--- src/rtl/seg_scan_driver_if.sv ---
// Value-load handshake between the display value source and the scan engine.
// The source drives value/dp and a one-cycle load strobe; the engine acks on commit.
interface seg_scan_driver_if;
    logic [15:0] value_in;
    logic        value_load;
    logic [3:0]  dp_in;
    logic        load_ack;

    modport master (
        output value_in,
        output value_load,
        output dp_in,
        input  load_ack
    );

    modport slave (
        input  value_in,
        input  value_load,
        input  dp_in,
        output load_ack
    );
endinterface

--- src/rtl/seg_scan_driver.sv ---
// Time-multiplexed scan engine for a 4-digit common-anode 7-segment display.
// Optional PWM brightness control is enabled with the SEG_BRIGHTNESS_EN macro.
module seg_scan_driver #(
    parameter int DIV   = 1000,
    parameter int GUARD = 8
) (
    input  logic              clk,
    input  logic              rst_n,
    seg_scan_driver_if.slave  bus,
    input  logic [3:0]        blank_in,
    input  logic              lzb_en,
`ifdef SEG_BRIGHTNESS_EN
    input  logic [3:0]        brightness,
`endif
    output logic [3:0]        an,
    output logic [6:0]        seg,
    output logic              dp,
    output logic [1:0]        digit_sel,
    output logic              frame_done
);

    localparam int CW = $clog2(DIV);
    localparam logic [CW-1:0] LAST    = CW'(DIV - 1);
    localparam logic [CW-1:0] GUARD_C = CW'(GUARD);

    logic [CW-1:0] pre_cnt;
    logic          tick;
    logic          wrap;
    logic          commit;
    logic [15:0]   disp_val;
    logic [15:0]   shadow_val;
    logic [3:0]    disp_dp;
    logic [3:0]    shadow_dp;
    logic          pending;
    logic [3:0]    nib;
    logic          lead_zero;
    logic          dark;
    logic [6:0]    glyph;
    logic          pwm_ok;
    logic          anode_on;

    assign tick   = (pre_cnt == LAST);
    assign wrap   = tick && (digit_sel == 2'd3);
    assign commit = wrap && pending;

    // Slot prescaler and digit index; the index advances once per slot.
    always_ff @(posedge clk or negedge rst_n) begin
        if (!rst_n) begin
            pre_cnt   <= '0;
            digit_sel <= 2'd0;
        end else if (tick) begin
            pre_cnt   <= '0;
            digit_sel <= digit_sel + 2'd1;
        end else begin
            pre_cnt   <= pre_cnt + 1'b1;
        end
    end

    // Shadow capture and frame-boundary commit; a load on the commit edge stays pending.
    always_ff @(posedge clk or negedge rst_n) begin
        if (!rst_n) begin
            disp_val     <= '0;
            disp_dp      <= '0;
            shadow_val   <= '0;
            shadow_dp    <= '0;
            pending      <= 1'b0;
            bus.load_ack <= 1'b0;
            frame_done   <= 1'b0;
        end else begin
            if (commit) begin
                disp_val <= shadow_val;
                disp_dp  <= shadow_dp;
            end
            if (bus.value_load) begin
                shadow_val <= bus.value_in;
                shadow_dp  <= bus.dp_in;
                pending    <= 1'b1;
            end else if (commit) begin
                pending    <= 1'b0;
            end
            bus.load_ack <= commit;
            frame_done   <= wrap;
        end
    end

    // Pick the current nibble and decide whether the digit is dark.
    always_comb begin
        nib       = 4'h0;
        lead_zero = 1'b0;
        unique case (digit_sel)
            2'd0: nib = disp_val[3:0];
            2'd1: begin
                nib       = disp_val[7:4];
                lead_zero = (disp_val[15:4] == 12'h000);
            end
            2'd2: begin
                nib       = disp_val[11:8];
                lead_zero = (disp_val[15:8] == 8'h00);
            end
            2'd3: begin
                nib       = disp_val[15:12];
                lead_zero = (disp_val[15:12] == 4'h0);
            end
        endcase
        dark = blank_in[digit_sel] | (lzb_en & lead_zero);
    end

    // Hex to active-low {g,f,e,d,c,b,a} glyph.
    always_comb begin
        glyph = 7'h7F;
        case (nib)
            4'h0: glyph = 7'h40;
            4'h1: glyph = 7'h79;
            4'h2: glyph = 7'h24;
            4'h3: glyph = 7'h30;
            4'h4: glyph = 7'h19;
            4'h5: glyph = 7'h12;
            4'h6: glyph = 7'h02;
            4'h7: glyph = 7'h78;
            4'h8: glyph = 7'h00;
            4'h9: glyph = 7'h10;
            4'hA: glyph = 7'h08;
            4'hB: glyph = 7'h03;
            4'hC: glyph = 7'h46;
            4'hD: glyph = 7'h21;
            4'hE: glyph = 7'h06;
            4'hF: glyph = 7'h0E;
            default: glyph = 7'h7F;
        endcase
    end

`ifdef SEG_BRIGHTNESS_EN
    localparam logic [31:0] DIV_U = 32'(DIV);

    logic [3:0]    phase;
    logic [CW+3:0] scaled;

    assign scaled = {pre_cnt, 4'b0000};

    // PWM phase = floor(pre_cnt*16/DIV) as a ladder of threshold compares.
    always_comb begin
        phase = 4'h0;
        for (int unsigned k = 1; k < 16; k++) begin
            if (32'(scaled) >= k * DIV_U) begin
                phase = 4'(k);
            end
        end
        pwm_ok = (phase <= brightness);
    end
`else
    assign pwm_ok = 1'b1;
`endif

    assign anode_on = (pre_cnt >= GUARD_C) && pwm_ok;

    // Registered pin drivers; dark digits force all cathodes and dp off.
    always_ff @(posedge clk or negedge rst_n) begin
        if (!rst_n) begin
            an  <= 4'hF;
            seg <= 7'h7F;
            dp  <= 1'b1;
        end else begin
            an  <= anode_on ? ~(4'b0001 << digit_sel) : 4'hF;
            seg <= dark ? 7'h7F : glyph;
            dp  <= dark | ~disp_dp[digit_sel];
        end
    end

endmodule
--- src/flat_wrapper.sv ---
// flat-port wrapper written by rule: the top's interface ports become plain ports
module seg_scan_driver_flat 
#(
    parameter int DIV   = 1000,
    parameter int GUARD = 8
)
  (clk, rst_n, blank_in, lzb_en, an, seg, dp, digit_sel, frame_done, bus_value_in, bus_value_load, bus_dp_in, bus_load_ack);
  seg_scan_driver_if bus_i ();
  input  logic clk;
  input  logic rst_n;
  input  logic [3:0] blank_in;
  input  logic lzb_en;
  output logic [3:0] an;
  output logic [6:0] seg;
  output logic dp;
  output logic [1:0] digit_sel;
  output logic frame_done;
  input wire logic [$bits(bus_i.value_in)-1:0] bus_value_in;
  input wire logic [$bits(bus_i.value_load)-1:0] bus_value_load;
  input wire logic [$bits(bus_i.dp_in)-1:0] bus_dp_in;
  output wire logic [$bits(bus_i.load_ack)-1:0] bus_load_ack;
  assign bus_i.value_in = bus_value_in;
  assign bus_i.value_load = bus_value_load;
  assign bus_i.dp_in = bus_dp_in;
  assign bus_load_ack = bus_i.load_ack;
  seg_scan_driver #(.DIV(DIV), .GUARD(GUARD)) u_core (.clk(clk), .rst_n(rst_n), .bus(bus_i), .blank_in(blank_in), .lzb_en(lzb_en), .an(an), .seg(seg), .dp(dp), .digit_sel(digit_sel), .frame_done(frame_done));
endmodule
--- config.mk ---
export PLATFORM = sky130hd
export DESIGN_NAME = seg_scan_driver_flat
export DESIGN_NICKNAME = d
export VERILOG_FILES = /design/src/rtl/seg_scan_driver_if.sv /design/src/rtl/seg_scan_driver.sv /design/src/flat_wrapper.sv
export SDC_FILE = /design/constraint.sdc
export NUM_CORES = 1
export LEC_CHECK = 0
export BUFFER_PORTS_ARGS = -buffer_cell sky130_fd_sc_hd__buf_2
export CAP_MARGIN = 5
export CORE_ASPECT_RATIO = 1.4
export CORE_MARGIN = 2
export CORE_UTILIZATION = 61
export DETAILED_ROUTE_END_ITERATION = 7
export GPL_TIMING_DRIVEN = 0
export PLACE_DENSITY = 0.86
export SETUP_SLACK_MARGIN = 0.3
export SYNTH_ARGS = -nofsm -noshare
export SYNTH_HDL_FRONTEND = slang
export SYNTH_SLANG_ARGS = --single-unit
--- constraint.sdc ---
create_clock -name clk -period 4 [get_ports clk]
set_input_delay 0.2 -clock clk [delete_from_list [all_inputs] [get_ports clk]]
set_output_delay 0.2 -clock clk [all_outputs]
set_load 0.01 [all_outputs]
# After elaboration in Yosys (flattened, before gate mapping)
# Memory sizes are Yosys's and may differ from the RTL's.
# Cells that the tools add are included.
# totals
out_inout_bits	16
n_memories	1
elab_cells	45
register_bits	67
mem_bits_ro	112
# memory_table
memory	depth	word_bits	read_ports	rd_ports_with_merged_regs	wr	line	rtl
(name not given)	16	7	1	0	0	seg_scan_driver.sv:111	case (nib)
# classes
n_mux	11
reduce_logical	7
n_shift	1
eq_ne	4
bitwise_logic	5
n_addsub	2
order_cmp	2
# ops
operator	count
$pmux W4 S4	1
$logic_not A12 Y1	1
$add A10 B1 Y10 const B	1
$eq A10 B10 Y1 const B	1
$ge A10 B4 Y1 const B	1
$mux W10	1
$logic_not A8 Y1	1
$mux W7	1
$bmux W1 S2	2
$eq A2 B2 Y1 const B	2
$logic_not A4 Y1	1
$mux W1	4
$mux W4	1
$not A4 Y4	1
$shl A1 B2 Y4 const A	1
$lt A2 B3 Y1 const B	1
$pmux W1 S3	1
$add A2 B1 Y2 const B	1
$eq A2 B1 Y1 const B	1
$logic_and A1 B1 Y1	2
$logic_not A2 Y1	1
$or A1 B1 Y1	2
$reduce_bool A2 Y1	1
$and A1 B1 Y1	1
$not A1 Y1	1

# Logic depth before layout (Yosys ltp)
# Gate-level depths: netlist of the first run.
# depth
ltp_word	5
mapped_depth	10
ltp_nobuf	10

# Worst setup path after synthesis of the first run
# OpenSTA, ideal clock, no wires.
# synth_timing
kind	register to register
startpoint	register u_core.digit_sel[0]
endpoint	register u_core.seg[3]
t_required_ns	3.933
path_stages_with_launch	10
setup_slack_ns	1.692
n_path_buf	0
arrival_time_ns	2.241
cell_sequence	dfrtp_1 > inv_1 > ha_1 > a222oi_1 > a21oi_1 > inv_1 > ha_1 > a221oi_1 > o21ai_0 > nand4_1
# synth_via
elab_chain_len	5
elab_cells_between_ends	12
cone_classes	3 x eq/ne; 5 x mux; 2 x bitwise; 1 x reduce/logical; 1 x memory
# synth_rtl
element	line	rtl
start: declaration	seg_scan_driver.sv:18	output logic [1:0] digit_sel,
start signal: assignment	seg_scan_driver.sv:53	digit_sel <= digit_sel + 2'd1;
branches (longest 4 deep; another with $mem_v2 Z16 W7)	n/a	
$mux W7 (*)	seg_scan_driver.sv:164	seg <= dark ? 7'h7F : glyph;
end signal: assignment	seg_scan_driver.sv:164	
end: declaration	seg_scan_driver.sv:16	output logic [6:0] seg,
# Every way passes the cells marked *. The select of a mux whose other input is x is not followed.
# A chain may end at the register's enable or synchronous reset.

# Worst setup path after layout of the first run
# Same ends and word-level chain as after synthesis.

==> results of run 1 <==
registers in the layout (all words and copies together) (netlist names):
signal and cells:
u_core.pre_cnt 10, u_core.frame_done 1, u_core.pending 1, u_core.disp_val 16, u_core.bus.load_ack 1, u_core.disp_dp 4, u_core.shadow_val 16, u_core.an 4
u_core.dp 1, u_core.seg 7, u_core.shadow_dp 4, u_core.digit_sel 2
worst paths after layout:
| path | from | to | slack [ns] | depth (start not counted) |
|---|---|---|---|---|
| hold / removal | bus_value_in[11] | u_core.shadow_val[11] | 0.08 | 2 |
| min in group asynchronous | rst_n | u_core.shadow_val[11] | 0.42 | 2 |
| setup reg to reg | u_core.digit_sel[0] | u_core.seg[3] | 1.20 | 9 |
| max in group asynchronous | rst_n | u_core.an[3] | 2.87 | 3 |
| hold reg to reg | u_core.pending | u_core.pending | 0.49 | 1 |
| setup / recovery | u_core.digit_sel[0] | u_core.seg[3] | 1.20 | 9 |
metal layers:
| layer | up-vias | part of all wire | GRT usage |
|---|---|---|---|
| met5 | - | 0 | 0 |
| met3 | 10 | 0.052 | 0.0856 |
| met1 | 1056 | 0.40 | 0.279 |
| met2 | 78 | 0.53 | 0.420 |
| met4 | 0 | 0.016 | 0.0832 |
| li1 | 979 | - | - |
what timing repair did:
action	in CTS	in global routing
endpoints found under the hold margin	17	0
hold buffers	1	0
endpoints found under the setup margin	0	0
setup buffers	0	0
placed cells by master (no fill, tap or decap), drive strengths merged, types with 8 or more instances in the layout:
cell type / count
ha: 13
buf: 48
dfrtp: 55
mux2: 41
inv: 13
clkbuf: 15
nor2: 10
nand2: 21
dfstp: 12
a21oi: 9
nand3: 8
layout make-up:
type                            instances  area (sq um)  area share
Sequential cell                        67          1690       0.463
Multi-Input combinational cell        156          1360       0.372
Timing Repair Buffer                   45           245      0.0671
Clock buffer                           12           155      0.0425
Tap cell                               64          80.1      0.0219
Buffer                                  7          50.0      0.0137
Inverter                               13          48.8      0.0134
Clock inverter                          4          25.0     0.00685
metrics by stage:
stage,setup WS [ns],cells
after CTS,1.24,368
after floorplan,1.69,243
after detailed placement,1.27,351
after global routing,0.944,368
after global placement,1.35,350
final,1.20,368
power groups by stage:
stage / Clock [mW] / Sequential [mW] / Combinational [mW]
after floorplan: 0 / 0.726 / 0.0284
after global placement: 0 / 0.726 / 0.0619
after detailed placement: 0 / 0.728 / 0.0670
after CTS: 0.515 / 0.716 / 0.0680
after global routing: 0.544 / 0.718 / 0.0744
final: 0.502 / 0.716 / 0.0663
cell families after synthesis:
family | count (synthesis)
buffers and inverters | 20
AND/OR/NAND/NOR | 59
AO/OA/AOI/OAI | 35
flip-flops | 67
multiplexers | 43
adder cells (fa/ha/maj) | 13
XOR/XNOR | 6
==> metrics.md, run 1 <==
| Metric | Value |
|---|---|
| Run status | finished clean |
| Routed WL per cell | approximately 17 microns |
| Final setup vio count | 0 |
| Worst endpoint data arrival time | roughly 3.1 ns |
| Yosys Warn Count | 0 |
| CTS resizes | 0 |
| Hold Path Class | primary input to flop |
| Area leader, netlist | dfrtp_1 |
| Slew @ Worst Pin | between 0.6 and 0.7 ns |
| Starting Density | 0.640 |
| # fillers | about 320 |
| Maximum vdd drop | 0.000273 V |
| RSZ-0062 raised after global routing | no |
| Post-layout instance area | between 0.003 and 0.004 sq mm |
| Switch share | 0.225 |
| Comb power frac | 0.052 |
| Grt total ovfl | 0 |
| Count leader, synth | dfrtp_1 |
| # rows | 30 |
| GP Congestion | ~0.88 |
| H-tree depth | 3 |
| Fin crit period | roughly 2.8 ns |
| Leakage | approximately 1.7 nW |
| Layout area overhead | 16.1% |
| Cell count after synthesis | about 240 |
| Area share of fa/ha/maj cells after synthesis | 0.0517 |
| Pins over their slew limit | 0 |
| P_int | about 1000 uW |
| Latest clock arrival within the worst-skew pair | 0.34 ns |
| Worst Path Buf+Inv | 2 |
| Width of the chip | about 65 microns |
| Deepest clock path buffer count | 2 |
| Vias in the first global route | around 2200 |
| Port Buffers | 43 |
| Mapped Area | roughly 0.0031 sq mm |
| Final core utilization | 0.743 |
| Setup crit start kind | flop |
| Routed vias/inst | around 5.8 |
| Share of cells above drive strength 1 | 0.408 |
| Clock share of power | 0.391 |
| Net Count, Synth | 284 |
| CTS tree | done |
| Total power draw | around 1.3 mW |
| Crit-path cells | inv_1, ha_1, a222oi_1, a21oi_1, inv_1, ha_1, a221oi_1, o21ai_0, nand4_1 |
| Fmax | ~360 MHz |
| Net Sw Power | about 290 uW |
| Number of synthesized flops with an enable pin | 0 |
| Total CTS buffers | 9 |
| Data required time of the critical path | 4.27 ns |
| Vias | 2123 |
| Root Driver | clkbuf_8 |
| Yosys top cell area share | 0.437 |
| Slew HR | 0.543 |
| Clock sinks | 67 |
| Worst-path clk slew | about 0.070 ns |
| Pwr Density | around 350 mW/mm^2 |
| Post-DRT Antenna Nets | 0 |
| Largest net degree at the start of global routing | 41 |
| DP Area | between 0.003 and 0.004 sq mm |
| Sum Neg Setup Slack | 0 ns |
| Multiplexer area fraction after synthesis | 0.185 |
| Fraction of registers with async set/reset | 1.00 |
| Mean Syn Cell Area | 13.0 sq um |
| Final Net Count | 340 |
| Crit Path Category | flop to flop |
| Sequential-to-total area share from yosys stat | 0.537 |
| Crit-path max cell delay | approximately 0.5 ns |
| Diode count | 0 |
| # Max-Cap Violations | 0 |
| Crit Path Max Fanout | 7 |
| Post-synthesis compound-gate area fraction | 0.0787 |
| First-pass GRT wire length | 10200 microns |
| GRT Total Usage | 0.242 |
| Final period utilization | 0.699 |
| DR iter-0 viols | about 180 |
| Die area | between 0.005 and 0.006 sq mm |
| Synth Flop Type | dfrtp_1 |
| Slowest stage cell, crit path | a21oi_1 |
| Seq cells post-synth | between 60 and 70 |
| Top post-synthesis cells by count | 55 x dfrtp_1, 21 x mux2_2, 21 x nand2_1 |
| Distinct cells, synth | 44 |
| Delay-heaviest family, CP | compound AO/OA/AOI/OAI gates |
| Largest cells by area after synthesis | dfrtp_1 44%, dfstp_2 10%, mux2_4 9.5%, mux2_2 7.5%, ha_1 5.2% |
| Hold Slack | around 0.08 ns |
| Final Skew | about 0.0086 ns |
| DRC | 0 |
| HPWL Detailed | about 4400 microns |
| Routed WL | around 6000 microns |
| Initial antenna violation count | 0 |
| Core Region | between 0.004 and 0.005 sq mm |
| Drt first pass iters | 6 |
| Sequential share of power | 0.557 |
| Post-Synth XOR/XNOR Area | 0.0167 |
| I/O pins | between 40 and 50 |
| Largest family of logic cells by synthesized area | multiplexers |
| Final Hold Fails | 0 |
| Crit end category | flop |
| Die Y | roughly 89 microns |
| Synth Area in Simple Gates | 0.0994 |
Power figures use the tool's default switching activity.
==> run 2, diff against run 1 <==
--- a/config.mk
+++ b/config.mk
@@ -9,10 +9,10 @@
 export CAP_MARGIN = 5
 export CORE_ASPECT_RATIO = 1.4
 export CORE_MARGIN = 2
-export CORE_UTILIZATION = 61
+export CORE_UTILIZATION = 51
 export DETAILED_ROUTE_END_ITERATION = 7
 export GPL_TIMING_DRIVEN = 0
-export PLACE_DENSITY = 0.86
+export PLACE_DENSITY = 0.77
 export SETUP_SLACK_MARGIN = 0.3
 export SYNTH_ARGS = -nofsm -noshare
 export SYNTH_HDL_FRONTEND = slang
==> constraint.sdc (replaced) <==
create_clock -name clk -period 2.38 [get_ports clk]
set_input_delay 0.119 -clock clk [delete_from_list [all_inputs] [get_ports clk]]
set_output_delay 0.119 -clock clk [all_outputs]
set_load 0.01 [all_outputs]
==> run 2 against run 1 <==
Clock-buffer cell count down 2. Maximum frequency grew 21%. Sequential share of layout area shrank 5.3 points. Die area is 19% higher. First-iteration DRC count is 21% higher. Worst hold slack got worse by 0.075 ns. Total power up 82%. Final cell count increased by 10%. Routed wire length up 13%. Clock skew increased by 0.0030 ns. Sequential power increased by 68%. Critical path type unchanged. Highest routed layer unchanged.
==> metrics.md, run 2 (same netlist as run 1, synthesis figures left out) <==
| Metric | Value |
|---|---|
| # fillers | 417 (+30%) |
| Data required time of the critical path | 2.63 ns (-1.64 ns) |
| Width of the chip | 70.4 microns (+8.8%) |
| Crit-path cells | ha_4, buf_6, a222oi_1, a21oi_4, buf_4, ha_4, nor2b_1, a21oi_1, o221ai_1 |
| Hold path start | bus_value_in[5] |
| Port Buffers | 43 (unchanged) |
| Register area | 0.00169 sq mm (+0.15%) |
| Total power draw | 2.34 mW (+82%) |
| Worst R2R Path Depth | 9 (unchanged) |
| Final core utilization | 0.700 (-0.0433) |
| Routed vias/inst | 5.56 (-3.6%) |
| Crit path top cell by count | ha_4 |
| Pwr Density | 567 mW/mm^2 (+61%) |
| Final setup vio count | 0 (unchanged) |
| Initial antenna violation count | 0 (unchanged) |
| Hold EP | u_core.shadow_val[5] |
| First-pass GRT wire length | 11200 microns (+10%) |
| Slowest stage cell, crit path | a222oi_1 |
| Deepest clock path buffer count | 2 (unchanged) |
| Post-DRT Antenna Nets | 0 (unchanged) |
| Fin crit period | 2.31 ns (-0.482 ns) |
| Commonest non-fill, non-tap cell in the layout | dfrtp_1 |
| Setup crit start kind | flop |
| Final Hold Fails | 0 (unchanged) |
| Leakage | 1.82 nW (+10%) |
| RSZ-0062 raised after global routing | yes |
| Vias | 2253 (+6.1%) |
| RR Startpoint | u_core.digit_sel[0] |
| Run status | finished clean |
| Grt total ovfl | 0 (unchanged) |
| Worst endpoint data arrival time | 2.56 ns (-0.51 ns) |
| Routed WL per cell | 17.0 microns (+3.1%) |
| Layout area overhead | 31.2% |
| Vias in the first global route | 2355 (+8.6%) |
| Die Y | 97.0 microns (+8.9%) |
| Worst-path clk slew | 0.07 ns (about the same) |
| Area taken by multi-input logic gates | 0.00152 sq mm (+12%) |
| Die area | 0.00683 sq mm (+19%) |
| GRT Total Usage | 0.212 (-0.0299) |
| Placed cells | 356 (+1.4%) |
| Largest registers | u_core.disp_val x16, u_core.shadow_val x16, u_core.pre_cnt x10 |
| Final period utilization | 0.972 (+0.273) |
| Crit Path Max Fanout | 9 (+2) |
| Largest net degree at the start of global routing | 68 (+66%) |
| Reg2reg setup slack | 0.07 ns (-1.14 ns) |
| Drt first pass iters | 4 (-2) |
| Total CTS buffers | 9 (unchanged) |
| Commonest cells after routing, fill and taps aside | 53 x dfrtp_1, 42 x buf_2, 21 x nand2_1, 21 x mux2_4, 21 x buf_4 |
| Hold Path Class | primary input to flop |
| I/O pins | 44 (unchanged) |
| DRC | 0 (unchanged) |
| Latest clock arrival within the worst-skew pair | 0.35 ns (about the same) |
| Crit end category | flop |
| HPWL Detailed | 4280 microns (-2.7%) |
| Hold depth | 2 (unchanged) |
| Slew @ Worst Pin | 0.805 ns (+0.121 ns) |
| CTS tree | done |
| Starting Density | 0.533 (-0.107) |
| Post-Layout Cell Count | 405 (+10%) |
| Final Net Count | 371 (+9.1%) |
| Clock sinks | 67 (unchanged) |
| Routed WL | 6900 microns (+13%) |
| # Max-Cap Violations | 0 (unchanged) |
| Hold Slack | 0.00702 ns (-0.0753 ns) |
| Maximum vdd drop | 0.000589 V (+120%) |
| GP Congestion | 0.871 (-0.59%) |
| Final Skew | 0.0116 ns (+0.00298 ns) |
| H-tree depth | 3 (unchanged) |
| Slew HR | 0.463 (-0.0797) |
| Root Driver | clkbuf_8 |
| Fmax | 432 MHz (+21%) |
| Pins over their slew limit | 0 (unchanged) |
| DR iter-0 viols | 213 (+21%) |
| Sum Neg Setup Slack | 0 ns (unchanged) |
| Core Region | 0.00590 sq mm (+20%) |
| Crit-path max cell delay | 0.51 ns (about the same) |
| Share of cells above drive strength 1 | 0.504 (+0.0966) |
| Diode count | 0 (unchanged) |
| # rows | 33 (+10%) |
| R2R Path End | u_core.seg[5] |
| Crit Path Category | flop to flop |
## run 2: worst max path at each step
stage	endpoint	cells after the start	from	slack (ns)
floorplan	u_core.seg[0]	9	u_core.digit_sel[0]	0.26
global placement	u_core.seg[0]	9	u_core.digit_sel[0]	-0.01
detailed placement	u_core.seg[0]	9	u_core.digit_sel[0]	-0.04
CTS	u_core.seg[3]	9	u_core.digit_sel[0]	0.19
global route	u_core.seg[3]	9	u_core.digit_sel[0]	-0.06
finish	u_core.seg[5]	9	u_core.digit_sel[0]	0.07
## run 2: cell type report
type	count	area share
clock inverters	6	0.0194
repair buffers	76	0.121
flip-flops and latches	67	0.410
clock buffers	10	0.0309
multi-input cells	156	0.369
plain buffers	7	0.0145
inverters	13	0.0145
well taps	70	0.0212
## run 2: metrics by stage
step                      instance area (sq um)  setup slack, ns
final                                      4130           0.0663
after global routing                       4130          -0.0591
after CTS                                  3940            0.190
after detailed placement                   3470          -0.0447
after global placement                     3470          -0.0116
after floorplan                            3170            0.264
## run 2: repair_timing
item	CTS	global route
hold endpoints to repair	64	2
pin swaps	5	6
endpoints found under the setup margin	9	28
setup buffers	10	11
hold buffers	10	2
resized for setup	16	19
## run 2: power by group
| group | switching, mW | total (mW) | internal (mW) |
|---|---|---|---|
| Clock | 0.435 | 1.02 | 0.583 |
| Sequential | 0.0198 | 1.20 | 1.18 |
| Combinational | 0.0540 | 0.122 | 0.0676 |
## run 2: layer usage
metal / global-route usage / wire length [microns] / vias to the layer above
li1: - / - / 1038
met1: 0.262 / 2680 / 1128
met2: 0.345 / 3720 / 66
met5: 0 / 0 / -
met4: 0.101 / 222 / 0
met3: 0.0531 / 274 / 21
## run 2: critical path: cells and delay by family (launching register included)
kind	cells	cell delay [ns]
buf+inv	2	0.30
flops	1	0.47
simple gates	1	0.15
compound gates	4	0.94
fa+ha+maj	2	0.35
==> run 3, diff against run 2 <==
--- a/config.mk
+++ b/config.mk
@@ -5,14 +5,15 @@
 export SDC_FILE = /design/constraint.sdc
 export NUM_CORES = 1
 export LEC_CHECK = 0
+export ABC_AREA = 1
 export BUFFER_PORTS_ARGS = -buffer_cell sky130_fd_sc_hd__buf_2
 export CAP_MARGIN = 5
 export CORE_ASPECT_RATIO = 1.4
 export CORE_MARGIN = 2
-export CORE_UTILIZATION = 51
+export CORE_UTILIZATION = 52
 export DETAILED_ROUTE_END_ITERATION = 7
 export GPL_TIMING_DRIVEN = 0
-export PLACE_DENSITY = 0.77
+export PLACE_DENSITY = 0.78
 export SETUP_SLACK_MARGIN = 0.3
 export SYNTH_ARGS = -nofsm -noshare
 export SYNTH_HDL_FRONTEND = slang
==> run 3 against run 2 <==
Worst hold slack gained 0.052 ns. Routed wire length down 4.8%. Clock skew barely moved. Non-clock buffer count fell by 1. Synthesized cell count rose by 56%. Utilization fell by 2.9 points. Clock-buffer cell count is 4 higher. Critical path type unchanged.
==> metrics.md, run 3 <==
| Metric | Value |
|---|---|
| Total CTS buffers | 9 (unchanged) |
| Yosys Warn Count | 0 (unchanged) |
| Largest net degree at the start of global routing | 68 (unchanged) |
| Crit-path cells | clkinvlp_4, ha_4, buf_4, nand2_1, o21ai_4, buf_4, buf_4, ha_1, nand2_1, nand2_1, nand2_1, nand2_1, inv_1, nand2_1 |
| Final worst slack | 0.392 ns (+0.326 ns) |
| Multiplexer area fraction after synthesis | 0 (-0.185) |
| Hold depth | 4 (+2) |
| Layout area overhead | 26.9% |
| Met1 Usage GRT | 0.240 (-0.0219) |
| Cell count after synthesis | 379 (+56%) |
| DP Area | 0.00355 sq mm (+2.3%) |
| GP Congestion | 0.906 (+4.0%) |
| Final period utilization | 0.835 (-0.137) |
| Root Driver | clkbuf_8 |
| Crit-path max cell delay | 0.41 ns (-0.10 ns) |
| Fmax | 503 MHz (+16%) |
| Top post-synthesis cells by count | 145 x nand2_1, 55 x dfrtp_1, 46 x inv_1 |
| I/O pins | 44 (unchanged) |
| Synth Flop Type | dfrtp_1 |
| Pwr Density | 554 mW/mm^2 (-2.3%) |
| Seq cells post-synth | 67 (unchanged) |
| Grt total ovfl | 0 (unchanged) |
| Post-DRT Antenna Nets | 0 (unchanged) |
| Vias | 2650 (+18%) |
| Slew HR | 0.465 (+0.00107) |
| Gr busiest metal | met2 |
| Deepest clock path buffer count | 2 (unchanged) |
| Yosys top cell area share | 0.425 (-0.0120) |
| DR iter-0 viols | 172 (-19%) |
| Clock sinks | 67 (unchanged) |
| Die Y | 97.4 microns (+0.40%) |
| Setup crit start kind | flop |
| Area share of fa/ha/maj cells after synthesis | 0.0503 (-0.00142) |
| Data required time of the critical path | 2.62 ns (about the same) |
| Final Hold Fails | 0 (unchanged) |
| Crit Path Category | flop to flop |
| Final core utilization | 0.671 (-0.0290) |
| First-pass GRT wire length | 11200 microns (about the same) |
| Crit path top cell by count | nand2_1 |
| Worst endpoint data arrival time | 2.23 ns (-0.33 ns) |
| Post-synthesis compound-gate area fraction | 0.0893 (+0.0106) |
| RSZ-0062 raised after global routing | no |
| Pins over their slew limit | 0 (unchanged) |
| Crit end category | flop |
| Starting Density | 0.528 (-0.00477) |
| DRC | 0 (unchanged) |
| Largest registers | u_core.disp_val x16, u_core.shadow_val x16, u_core.pre_cnt x10 |
| Final Skew | 0.0113 ns (-0.000272 ns) |
| Leakage | 2.13 nW (+17%) |
| Vias in the first global route | 2628 (+12%) |
| Run status | finished clean |
| # rows | 34 (+3.0%) |
| Sequential-to-total area share from yosys stat | 0.523 (-0.0147) |
| # Max-Cap Violations | 0 (unchanged) |
| Area leader, netlist | dfrtp_1 |
| Net Count, Synth | 420 (+48%) |
| Width of the chip | 70.7 microns (+0.40%) |
| H-tree depth | 3 (unchanged) |
| Total power draw | 2.27 mW (-2.8%) |
| Final Net Count | 505 (+36%) |
| Fraction of registers with async set/reset | 1.00 (unchanged) |
| Commonest cells after routing, fill and taps aside | 144 x nand2_1, 53 x dfrtp_1, 42 x inv_1, 42 x buf_2, 22 x nor2_1 |
| GRT Total Usage | 0.204 (-0.00787) |
| Post-Synth XOR/XNOR Area | 0.00541 (-0.0113) |
| Routed vias/inst | 4.90 (-12%) |
| Initial antenna violation count | 0 (unchanged) |
| Final setup vio count | 0 (unchanged) |
| Slew @ Worst Pin | 0.803 ns (-0.00160 ns) |
| Crit Path Max Fanout | 4 (-5) |
| Die area | 0.00688 sq mm (+0.80%) |
| Port Buffers | 43 (unchanged) |
| Worst-path clk slew | 0.07 ns (about the same) |
| Worst R2R Path Depth | 14 (+5) |
| Mean Syn Cell Area | 8.54 sq um (-34%) |
| Routed WL | 6570 microns (-4.8%) |
| Maximum vdd drop | 0.000333 V (-43%) |
| Post-layout instance area | 0.00411 sq mm (-0.55%) |
| Fin crit period | 1.99 ns (-0.326 ns) |
| Diode count | 0 (unchanged) |
| CTS tree | done |
| Share of cells above drive strength 1 | 0.273 (-0.232) |
| Number of synthesized flops with an enable pin | 0 (unchanged) |
| Commonest non-fill, non-tap cell in the layout | nand2_1 |
| Hold Path Class | primary input to flop |
| Largest family of logic cells by synthesized area | simple AND/OR/NAND/NOR gates |
| Slowest stage cell, crit path | dfrtp_2 |
| # fillers | 511 (+23%) |
| Synth Area in Simple Gates | 0.259 (+0.160) |
| Largest cells by area after synthesis | dfrtp_1 43%, nand2_1 17%, dfstp_2 9.7%, o21ai_2 5.4%, inv_1 5.3% |
| M3 GR Usage | 0.0498 (-0.00333) |
| Pre-CTS setup slack | -0.0384 ns (+0.00635 ns) |
| Latest clock arrival within the worst-skew pair | 0.34 ns (about the same) |
| Core Region | 0.00613 sq mm (+3.8%) |
| HPWL Detailed | 4330 microns (+1.1%) |
| Count leader, synth | nand2_1 |
| Drt first pass iters | 4 (unchanged) |
| Distinct cells, synth | 26 (-41%) |
| Mapped Area | 0.00324 sq mm (+2.8%) |
| Met2 Use GR | 0.353 (+0.00756) |
| Routed WL per cell | 12.1 microns (-29%) |
run 3: cell count changes after synthesis, sizes merged, moves of 4 or more:
cell   delta
nand2   +128
mux2     -41
inv      +34
o21ai    +24
nor2     +16
nand3     +5
nor2b     -4
xnor2     -4
run 3: layout make-up:
class                           count  area (sq um)  share of cell area
Multi-Input combinational cell    257          1380               0.336
Timing Repair Buffer               74           503               0.122
Clock inverter                      2          37.5             0.00914
Sequential cell                    67          1690               0.412
Inverter                           47           183              0.0445
Clock buffer                       14           163              0.0396
Tap cell                           72          90.1              0.0219
Buffer                              8          60.1              0.0146
run 3: path summary, 6_finish.rpt:
| path | end | slack (ns) | from |
|---|---|---|---|
| max | u_core.seg[3] | 0.39 | u_core.digit_sel[0] |
| min | u_core.shadow_val[15] | 0.06 | bus_value_load |
| max reg2reg | u_core.seg[3] | 0.39 | u_core.digit_sel[0] |
| min reg2reg | u_core.shadow_val[3] | 0.47 | u_core.shadow_val[3] |
| max in group asynchronous | u_core.digit_sel[0] | 1.41 | rst_n |
| min in group asynchronous | u_core.disp_val[2] | 0.42 | rst_n |
run 3: where the power goes:
part / internal (mW) / switching (mW) / leakage [nW] / total (mW)
clock: 0.543 / 0.412 / 0.0969 / 0.955
combinational: 0.0583 / 0.0645 / 1.19 / 0.123
sequential: 1.18 / 0.0184 / 0.836 / 1.20
run 3: cells by family after synthesis:
logic type	count (synthesis)
compound gates	42
flops	67
buf+inv	55
xor+xnor	2
fa+ha+maj	13
simple gates	200
run 3: metal layers:
layer,routed length (microns),vias up
li1,-,1341
met1,2750,1223
met2,3440,73
met3,241,13
met4,132,0
met5,0,-
run 3: what timing repair did:
| action | in CTS | in global routing |
|---|---|---|
| setup endpoints to repair | 8 | 8 |
| endpoints found under the hold margin | 75 | 0 |
| pin swaps | 2 | 3 |
| hold buffers | 21 | 0 |
| setup buffers | 5 | 5 |
| resized for setup | 7 | 13 |
run 3: per-stage QoR:
stage | hold WS (ns) | std cells | setup TNS (ns)
CTS | 0.0556 | 536 | 0
global route | 0.0715 | 541 | 0
finish | 0.0595 | 541 | 0
global placement | 0.321 | 494 | 0
floorplan | -0.177 | 379 | 0
detailed placement | 0.266 | 494 | -0.0763
run 3: worst max-delay path: cells and delay by family (launching register included):
| family | cells | cell delay (ns) |
|---|---|---|
| fa+ha+maj | 2 | 0.40 |
| simple gates | 6 | 0.36 |
| flops | 1 | 0.41 |
| compound gates | 1 | 0.08 |
| buf+inv | 5 | 0.63 |
